==> src/rtl/ssd_scan_driver.sv <==
// ssd_scan_driver
//   Time-multiplexed driver for a NUM_DIGITS-digit seven-segment display.
//   Scans one digit per slot of SCAN_DIV clocks. It takes a frame-coherent
//   snapshot of the inputs and supports per-digit enable, leading-zero
//   blanking, per-digit blink, a dead time at the start of each slot, and
//   configurable segment and digit polarity.
//
// Ports
//   clk        in   system clock, rising edge
//   nrst       in   asynchronous active-low reset
//   digits     in   packed hex nibbles; nibble k = digits[4k+3:4k], k=0 is LSD
//   digit_en   in   1 = digit k may light
//   blank_lz   in   1 = suppress leading zeros (sampled live, not snapshotted)
//   blink_mask in   1 = digit k blinks
//   seg_out    out  {g,f,e,d,c,b,a}, after polarity
//   dig_sel    out  one-hot digit strobe, after polarity
//   frame_tick out  1-cycle pulse marking the start of a new displayed frame

module ssd_scan_driver #(
    parameter int NUM_DIGITS   = 4,
    parameter int SCAN_DIV     = 1000,
    parameter int DEAD         = 2,
    parameter int BLINK_FRAMES = 64,
    parameter int SEG_ACT_LOW  = 0,
    parameter int DIG_ACT_LOW  = 0
) (
    input  logic                    clk,
    input  logic                    nrst,
    input  logic [4*NUM_DIGITS-1:0] digits,
    input  logic [NUM_DIGITS-1:0]   digit_en,
    input  logic                    blank_lz,
    input  logic [NUM_DIGITS-1:0]   blink_mask,
    output logic [6:0]              seg_out,
    output logic [NUM_DIGITS-1:0]   dig_sel,
    output logic                    frame_tick
);

    localparam int unsigned PW = $clog2(SCAN_DIV);
    localparam int unsigned IW = $clog2(NUM_DIGITS);
    localparam int unsigned FW = $clog2(BLINK_FRAMES + 1);
    localparam logic SEG_INV = (SEG_ACT_LOW != 0);
    localparam logic DIG_INV = (DIG_ACT_LOW != 0);

    logic [PW-1:0]           pcnt;
    logic [IW-1:0]           idx;
    logic [FW-1:0]           fcnt;
    logic                    blink_ph;
    logic [4*NUM_DIGITS-1:0] sh_digits;
    logic [NUM_DIGITS-1:0]   sh_en;
    logic [NUM_DIGITS-1:0]   sh_blink;
    logic                    snap_q;

    logic                    tick;
    logic                    snap;
    logic [NUM_DIGITS-1:0]   lz_blank;
    logic                    all_zero;
    logic [3:0]              cur_nib;
    logic                    visible;
    logic                    in_dead;
    logic [6:0]              raw_seg;
    logic [NUM_DIGITS-1:0]   raw_dig;

    function automatic logic [6:0] enc(input logic [3:0] n);
        logic [6:0] s;
        case (n)
            4'h0: s = 7'h3F;
            4'h1: s = 7'h06;
            4'h2: s = 7'h5B;
            4'h3: s = 7'h4F;
            4'h4: s = 7'h66;
            4'h5: s = 7'h6D;
            4'h6: s = 7'h7D;
            4'h7: s = 7'h07;
            4'h8: s = 7'h7F;
            4'h9: s = 7'h6F;
            4'hA: s = 7'h77;
            4'hB: s = 7'h7C;
            4'hC: s = 7'h39;
            4'hD: s = 7'h5E;
            4'hE: s = 7'h79;
            default: s = 7'h71;
        endcase
        return s;
    endfunction

    assign tick = (pcnt == PW'(SCAN_DIV - 1));
    assign snap = tick && (idx == IW'(NUM_DIGITS - 1));

    // Scan counters, frame counter and input snapshot
    always_ff @(posedge clk or negedge nrst) begin
        if (!nrst) begin
            pcnt      <= '0;
            idx       <= '0;
            fcnt      <= '0;
            blink_ph  <= 1'b0;
            sh_digits <= '0;
            sh_en     <= '0;
            sh_blink  <= '0;
            snap_q    <= 1'b0;
        end else begin
            pcnt   <= tick ? '0 : pcnt + 1'b1;
            snap_q <= snap;
            if (tick) begin
                idx <= snap ? '0 : idx + 1'b1;
            end
            if (snap) begin
                sh_digits <= digits;
                sh_en     <= digit_en;
                sh_blink  <= blink_mask;
                if (fcnt == FW'(BLINK_FRAMES - 1)) begin
                    fcnt     <= '0;
                    blink_ph <= ~blink_ph;
                end else begin
                    fcnt <= fcnt + 1'b1;
                end
            end
        end
    end

    // Leading-zero blanking: walk down from the top digit while every nibble
    // seen so far is zero. Digit 0 is never blanked.
    always_comb begin
        lz_blank = '0;
        all_zero = 1'b1;
        for (int unsigned i = 0; i < NUM_DIGITS - 1; i++) begin
            all_zero = all_zero & (sh_digits[4*(NUM_DIGITS-1-i) +: 4] == 4'h0);
            lz_blank[NUM_DIGITS-1-i] = blank_lz & all_zero;
        end
    end

    always_comb begin
        cur_nib = sh_digits[4*idx +: 4];
        visible = sh_en[idx] & ~(sh_blink[idx] & blink_ph) & ~lz_blank[idx];
        in_dead = (int'(pcnt) < DEAD);
        raw_dig = '0;
        raw_seg = '0;
        if (!in_dead) begin
            raw_dig = {{(NUM_DIGITS-1){1'b0}}, 1'b1} << idx;
            if (visible) begin
                raw_seg = enc(cur_nib);
            end
        end
    end

    // Output stage; frame_tick rides the same register stage as the strobes
    // so it lines up with the first output cycle of the new frame.
    always_ff @(posedge clk or negedge nrst) begin
        if (!nrst) begin
            seg_out    <= {7{SEG_INV}};
            dig_sel    <= {NUM_DIGITS{DIG_INV}};
            frame_tick <= 1'b0;
        end else begin
            seg_out    <= raw_seg ^ {7{SEG_INV}};
            dig_sel    <= raw_dig ^ {NUM_DIGITS{DIG_INV}};
            frame_tick <= snap_q;
        end
    end

endmodule
==> config.mk <==
export PLATFORM = sky130hd
export DESIGN_NAME = ssd_scan_driver
export DESIGN_NICKNAME = d
export VERILOG_FILES = /design/src/rtl/ssd_scan_driver.sv
export SDC_FILE = /design/constraint.sdc
export NUM_CORES = 1
export LEC_CHECK = 0
export ABC_CLOCK_PERIOD_IN_PS = 3700
export CAP_MARGIN = 30
export CORE_UTILIZATION = 40
export DETAILED_ROUTE_END_ITERATION = 8
export PLACE_DENSITY = 0.65
export SYNTH_ARGS = -nofsm -noshare
export SYNTH_HDL_FRONTEND = slang
export SYNTH_SLANG_ARGS = --single-unit
==> constraint.sdc <==
create_clock -name clk -period 3.7 [get_ports clk]
set_input_delay 0.74 -clock clk [delete_from_list [all_inputs] [get_ports clk]]
set_output_delay 0.74 -clock clk [all_outputs]
set_load 0.1 [all_outputs]
Word-level counts from Yosys, hierarchy flattened
Memory sizes are Yosys's and may differ from the RTL's.
Index checks and enable logic that the tools add are counted.
{ "totals": {"ff_bits": 57, "mem_bits_ro": 112, "out_inout_bits": 12, "word_cells": 50, "mem_count": 1} }
{ "classes": {"addsub": 3, "order_cmp": 2, "n_eq_ne": 3, "shifts": 2, "mux": 12, "n_bitwise": 11, "n_reduce_logical": 5} }
{ "mem_list": {"columns": ["memory", "words", "word_bits", "read_ports", "rd_ports_with_merged_regs", "wr", "line_no", "rtl"], "rows": [
  ["(name not given)", 16, 7, 1, 0, 0, "65", "case (n)"]
]} }
{ "ops": {"columns": ["cell", "n"], "rows": [
  ["$mux 7", 3],
  ["$shiftx 16x5->4", 1],
  ["$logic_not 4->1", 3],
  ["$add 10x1->10 const B", 1],
  ["$eq 10x10->1 const B", 1],
  ["$lt 10x2->1 const B", 1],
  ["$mux 10", 1],
  ["$and 1x1->1", 8],
  ["$add 7x1->7 const B", 1],
  ["$eq 7x6->1 const B", 1],
  ["$bmux 1 s2", 3],
  ["$mux 4", 1],
  ["$shl 1x2->4 const A", 1],
  ["$lt 2x3->1 const B", 1],
  ["$mux 1", 3],
  ["$not 1->1", 3],
  ["$add 2x1->2 const B", 1],
  ["$eq 2x2->1 const B", 1],
  ["$mux 2", 1],
  ["$reduce_and 2->1", 1],
  ["$logic_and 1x1->1", 1]
]} }

Longest topological paths before layout
{ "logic_depth": {"depth_word": 10, "ltp_mapped": 9, "ltp_nobuf": 7} }

Worst setup path before layout
No wires, ideal clock.
{ "synth_path": {"path_type": "register to register", "start": "register idx[0]", "end": "register seg_out[3]", "setup_time_ns": 0.072, "arrival_time_ns": 2.006, "required_ns": 3.628, "path_slack_ns": 1.621, "path_stages_with_launch": 8, "path_buffers": 1, "period_less_slack_ns": 2.079, "cell_sequence": "dfrtp_1 > buf_6 > mux4_1 > inv_1 > ha_1 > inv_1 > mux4_1 > nor2_1"} }
{ "synth_between": {"elab_chain_cells": 8} }
{ "synth_rtl": {"columns": ["element", "line_no", "rtl"], "rows": [
  ["start, declared", "45", "logic [IW-1:0] idx;"],
  ["start signal, assigned", "104", "idx <= snap ? '0 : idx + 1'b1;"],
  ["parallel branches: the longest is 6 deep, another holds $mem_v2 16x7", null, null],
  ["$mux 7 (*)", "139", "if (visible) begin"],
  ["$mux 7 (*)", "137", "if (!in_dead) begin"],
  ["named net raw_seg[3]", "60", "logic [6:0] raw_seg;"],
  ["end signal, assigned", "149", "seg_out <= {7{SEG_INV}};"],
  ["end signal, assigned", "153", "seg_out <= raw_seg ^ {7{SEG_INV}};"],
  ["end, declared", "33", "output logic [6:0] seg_out,"]
]} }
Mark *: on every way through the listed nets, which the timed path passes. The select of a mux whose other input is x is not followed.
A chain may end at the register's enable or synchronous reset.

Worst setup path in the final report
{ "layout_path": {"start": "register frame_tick", "end": "output port frame_tick"} }
{ "layout_lines": {"columns": ["element", "line_no", "rtl"], "rows": [
  ["start, declared", "35", "output logic frame_tick"],
  ["start signal, assigned", "155", "frame_tick <= snap_q;"]
]} }
No word-level cell between the ends.

==> out/results.env <==
CTS_TREE='done'
SETUP_VIOL=0
TIMING.REG2REG.SETUP_SLACK_NS=1.29
GLOBALPLACE.CONGESTION=0.790
SYNTH-EDFF-COUNT=0
ANTENNA_CELLS=0
TIMING.FINAL.CRIT_PERIOD_NS=2.51
POST_CTS_BUFFERS=0
GRT-OVFL-TOTAL=0
COREAREA_UM2=6460
CRIT_PATH_MAX_FANOUT=1
PEAK_FREQ_MHz=398
ROUTEDWLPERCELL_UM=12.5
CRIT_PATH_END_KIND='primary output'
IR_WORST_VDD_mV=0.230
LAYOUT.CELLS.MOST_COMMON_LIST='89 x sky130_fd_sc_hd__nand2_1, 57 x sky130_fd_sc_hd__dfrtp_1, 37 x sky130_fd_sc_hd__clkdlybuf4s50_1, 21 x sky130_fd_sc_hd__nor2_1'
DRT.ANTENNA.VIOLATING_NETS=0
CRITICAL_PATH.REG2REG.STARTPOINT='idx[0]'
POST_SYNTHESIS_CELL_TYPE_WITH_THE_LARGEST_COMBINED_AREA='sky130_fd_sc_hd__dfrtp_1'
CTS_MADE_BUFFERS=9
MAXIMUM_NUMBER_OF_PINS_ON_ONE_NET_BEFORE_GLOBAL_ROUTE_REPAIR=34
CPLARGESTDELAYFAMILY='buffers and inverters'
DRT_ITER0_MARKERS=75
TIMING.CRITICAL_PATH.CELLS='clkdlybuf4s50_1'
INITIAL_CORE_UTIL_PCT=42.0
HOLD_VIOL=0
RR_WORST_DEPTH=6
GRT_USAGE_PCT=16.2
IO_BUFFERS=38
CRITICAL_PATH_ARRIVAL_NS=1.77
VIASPERCELL=4.98
CLK_TRANSITION_REPORTED_PATHS_NS=0.06
WHS_ENDPOINT='frame_tick'
FINAL_COMMON_CELL='sky130_fd_sc_hd__nand2_1'
CLK_ROOT_BUF='sky130_fd_sc_hd__clkbuf_8'
HOLD-WORST-SLACK_NS=0.354
CRIT_SLOWEST_CELL='sky130_fd_sc_hd__clkdlybuf4s50_1'
TOTAL_POWER_mW=1.26
SYNTH-ASYNC-RESET-RATIO_PCT=100
WORST_MARGIN_PIN_SLEW_NS=0.969
SYN_AREA_PER_CELL_UM2=10.1
GRT_FIRST_PASS_WIRELENGTH_UM=8880
FP-ROW-COUNT=29
FINCLKSKEW_NS=0.00359
HOLD_CLASS='reg -> reg'
NUMCLOCKSINKS=57
POST_SYNTH_INST_COUNT=268
WORST-SETUP-PATH-TYPE='reg -> out'
MAPPEDNETLISTAREA_UM2=2720
CRITPATHLAUNCHTYPE='register'
BUFFERING_STAGE_COUNT_ON_THE_WORST_PATH_WITH_INVERTERS_INCLUDED=1
UNREPAIRED_SETUP_ENDPOINTS_AFTER_GLOBAL_ROUTING='false'
FIRSTDRTPASSITERS=8
DRT-TOTAL-WL_UM=4920
TOP_REG_CELL_SYNTH='sky130_fd_sc_hd__dfrtp_1'
FINAL-MAX-SLEW-VIOLATION-COUNT=0
DIE_AREA_UM2=7120
WORSTSETUPPATHDEPTH=1
ROUTE.VIAS.TOTAL=1953
SLEW_HEADROOM_PCT=35.2
MIN_DELAY_PATH_DEPTH=0
IOPINCOUNT=39
DPL.HPWL_UM=3460
SYNTH_TOP_CELLS_BY_AREA='sky130_fd_sc_hd__dfrtp_1 53%, sky130_fd_sc_hd__nand2_1 12%, sky130_fd_sc_hd__mux4_1 5.8%'
SYNTHESIZED_FLOP_AND_LATCH_TOTAL=57
FINALCRITPERIODSHARE_PCT=67.9
NUMBER_OF_BUFFERS_ADDED_TO_FIX_HOLD_VIOLATIONS_AFTER_CTS=0
MAX_CAP_VIOLATIONS=0
LAYOUT-DRIVE-GT1-SHARE_PCT=8.57
TOTAL_LEAKAGE_POWER_nW=1.47
FAILED_CHECKS='DRC'
SYNTHESIS.NETS=307
CTS-ROOT-TO-SINK-BUFFERS=2
HOLDCRITSTARTPOINT='snap_q'
SYNTH.YOSYS.WARNINGS=0
REMAINING_DRC_ERRORS=3
FINISH.NET_COUNT=349
POWER_PER_CELL_AREA_nW_PER_UM2=376
TIMING.SETUP.TNS_NS=0
REGTOREGENDPOINT='seg_out[3]'
GRT_MET2_USAGE_PCT=25.1
POST-SYNTH-TOP-AREA-FRACTION_PCT=52.5
GRT_ANTENNA_BEFORE_REPAIR=0
VIA_COUNT_OF_THE_FIRST_GLOBAL_ROUTING_PASS=1931
GRT_USE_MET3_PCT=4.82
CRITICAL_PATH_REQUIRED_NS=2.96
SEQUENTIAL_TO_TOTAL_AREA_SHARE_FROM_YOSYS_STAT_PCT=52.5
POST_CTS_RESIZE_COUNT=0
MET1_USAGE_PCT=21.0
DIE_Y_UM=84.4
YS_TYPES=36
SLOWEST_DELAY_NS=1.12
SYNTHTOLAYOUTAREAGROWTH_PCT=23.5
FLOORPLAN.DIE.WIDTH_UM=84.4
STATUS='complete, but fails checks'
BUSIEST_LAYER='met2'
CTS-HTREE-LEVELS=3
CLOCK_INSERTION_DELAY_WORST_SKEW_NS=0.33
worst max-delay path by stage:
stage | startpoint | slack, ns | end
after global placement | idx[0] | 1.34 | seg_out[3]
final | frame_tick | 1.19 | frame_tick
after detailed placement | idx[0] | 1.28 | seg_out[3]
after floorplan | idx[0] | 1.62 | seg_out[3]
after global routing | pcnt[0] | 1.03 | sh_digits[5]
after CTS | seg_out[1] | 1.16 | seg_out[1]
layout make-up:
class                      count  area (µm²)
inverter                       7        26.3
timing repair buffer          42         405
fill                         601        3110
tap                           77        96.3
clock buffer                  14         173
multi-input combinational    193        1190
sequential                    57        1430
clock inverter                 2        35.0
report_power, final:
group          internal [mW]  switching (mW)  leakage [nW]
Clock                  0.366           0.231         0.107
Combinational         0.0242          0.0158         0.737
Sequential             0.623               0         0.631
synth_stat cells, types with 3 or more instances:
cell type                  number
sky130_fd_sc_hd__mux2i_1        3
sky130_fd_sc_hd__clkbuf_1       3
sky130_fd_sc_hd__nor2_1        21
sky130_fd_sc_hd__inv_1          7
sky130_fd_sc_hd__mux4_1         6
sky130_fd_sc_hd__nor3_1         4
sky130_fd_sc_hd__a21oi_1        3
sky130_fd_sc_hd__o21ai_0        7
sky130_fd_sc_hd__nor4_1         3
sky130_fd_sc_hd__buf_2          4
sky130_fd_sc_hd__ha_1          12
sky130_fd_sc_hd__buf_6          3
sky130_fd_sc_hd__nand2_1       89
sky130_fd_sc_hd__and2_1         4
sky130_fd_sc_hd__xnor2_1        6
sky130_fd_sc_hd__nand3_1        9
sky130_fd_sc_hd__dfrtp_1       57
sky130_fd_sc_hd__xor2_1         3
metrics by stage:
stage | setup slack, ns | area (µm²) | util [%] | instances
floorplan | 1.62 | 2720 | - | 268
global placement | 1.34 | 3140 | 48.7 | 376
detailed placement | 1.28 | 3140 | 48.7 | 376
CTS | 1.16 | 3350 | 51.9 | 392
global route | 1.03 | 3350 | 51.9 | 392
finish | 1.19 | 3350 | 51.9 | 392
state kept, by name (all words and copies together) (netlist names):
name and count:
sh_en 4, sh_blink 4, fcnt 7, dig_sel 4
idx 2, sh_digits 16, frame_tick 1, blink_ph 1
snap_q 1, pcnt 10, seg_out 7
layer usage:
metal | vias up | wire, µm
li1 | 979 | -
met1 | 914 | 2380
met2 | 49 | 2230
met3 | 11 | 209
met4 | 0 | 100
met5 | - | 0
cells by family (layout without fill, tap and decap cells):
family                     after synthesis  count (layout)  synth area share, %
buffers and inverters                   18              65                 3.64
xor gates and xnor gates                 9               9                 2.90
DFF                                     57              57                 52.5
muxes                                   10              10                 7.74
and+or+nand+nor                        140             140                 21.9
adders and majority gates               12              12                 5.53
AOI/OAI and AO/OA                       22              22                 5.76
(Power assumes the default switching activity.)
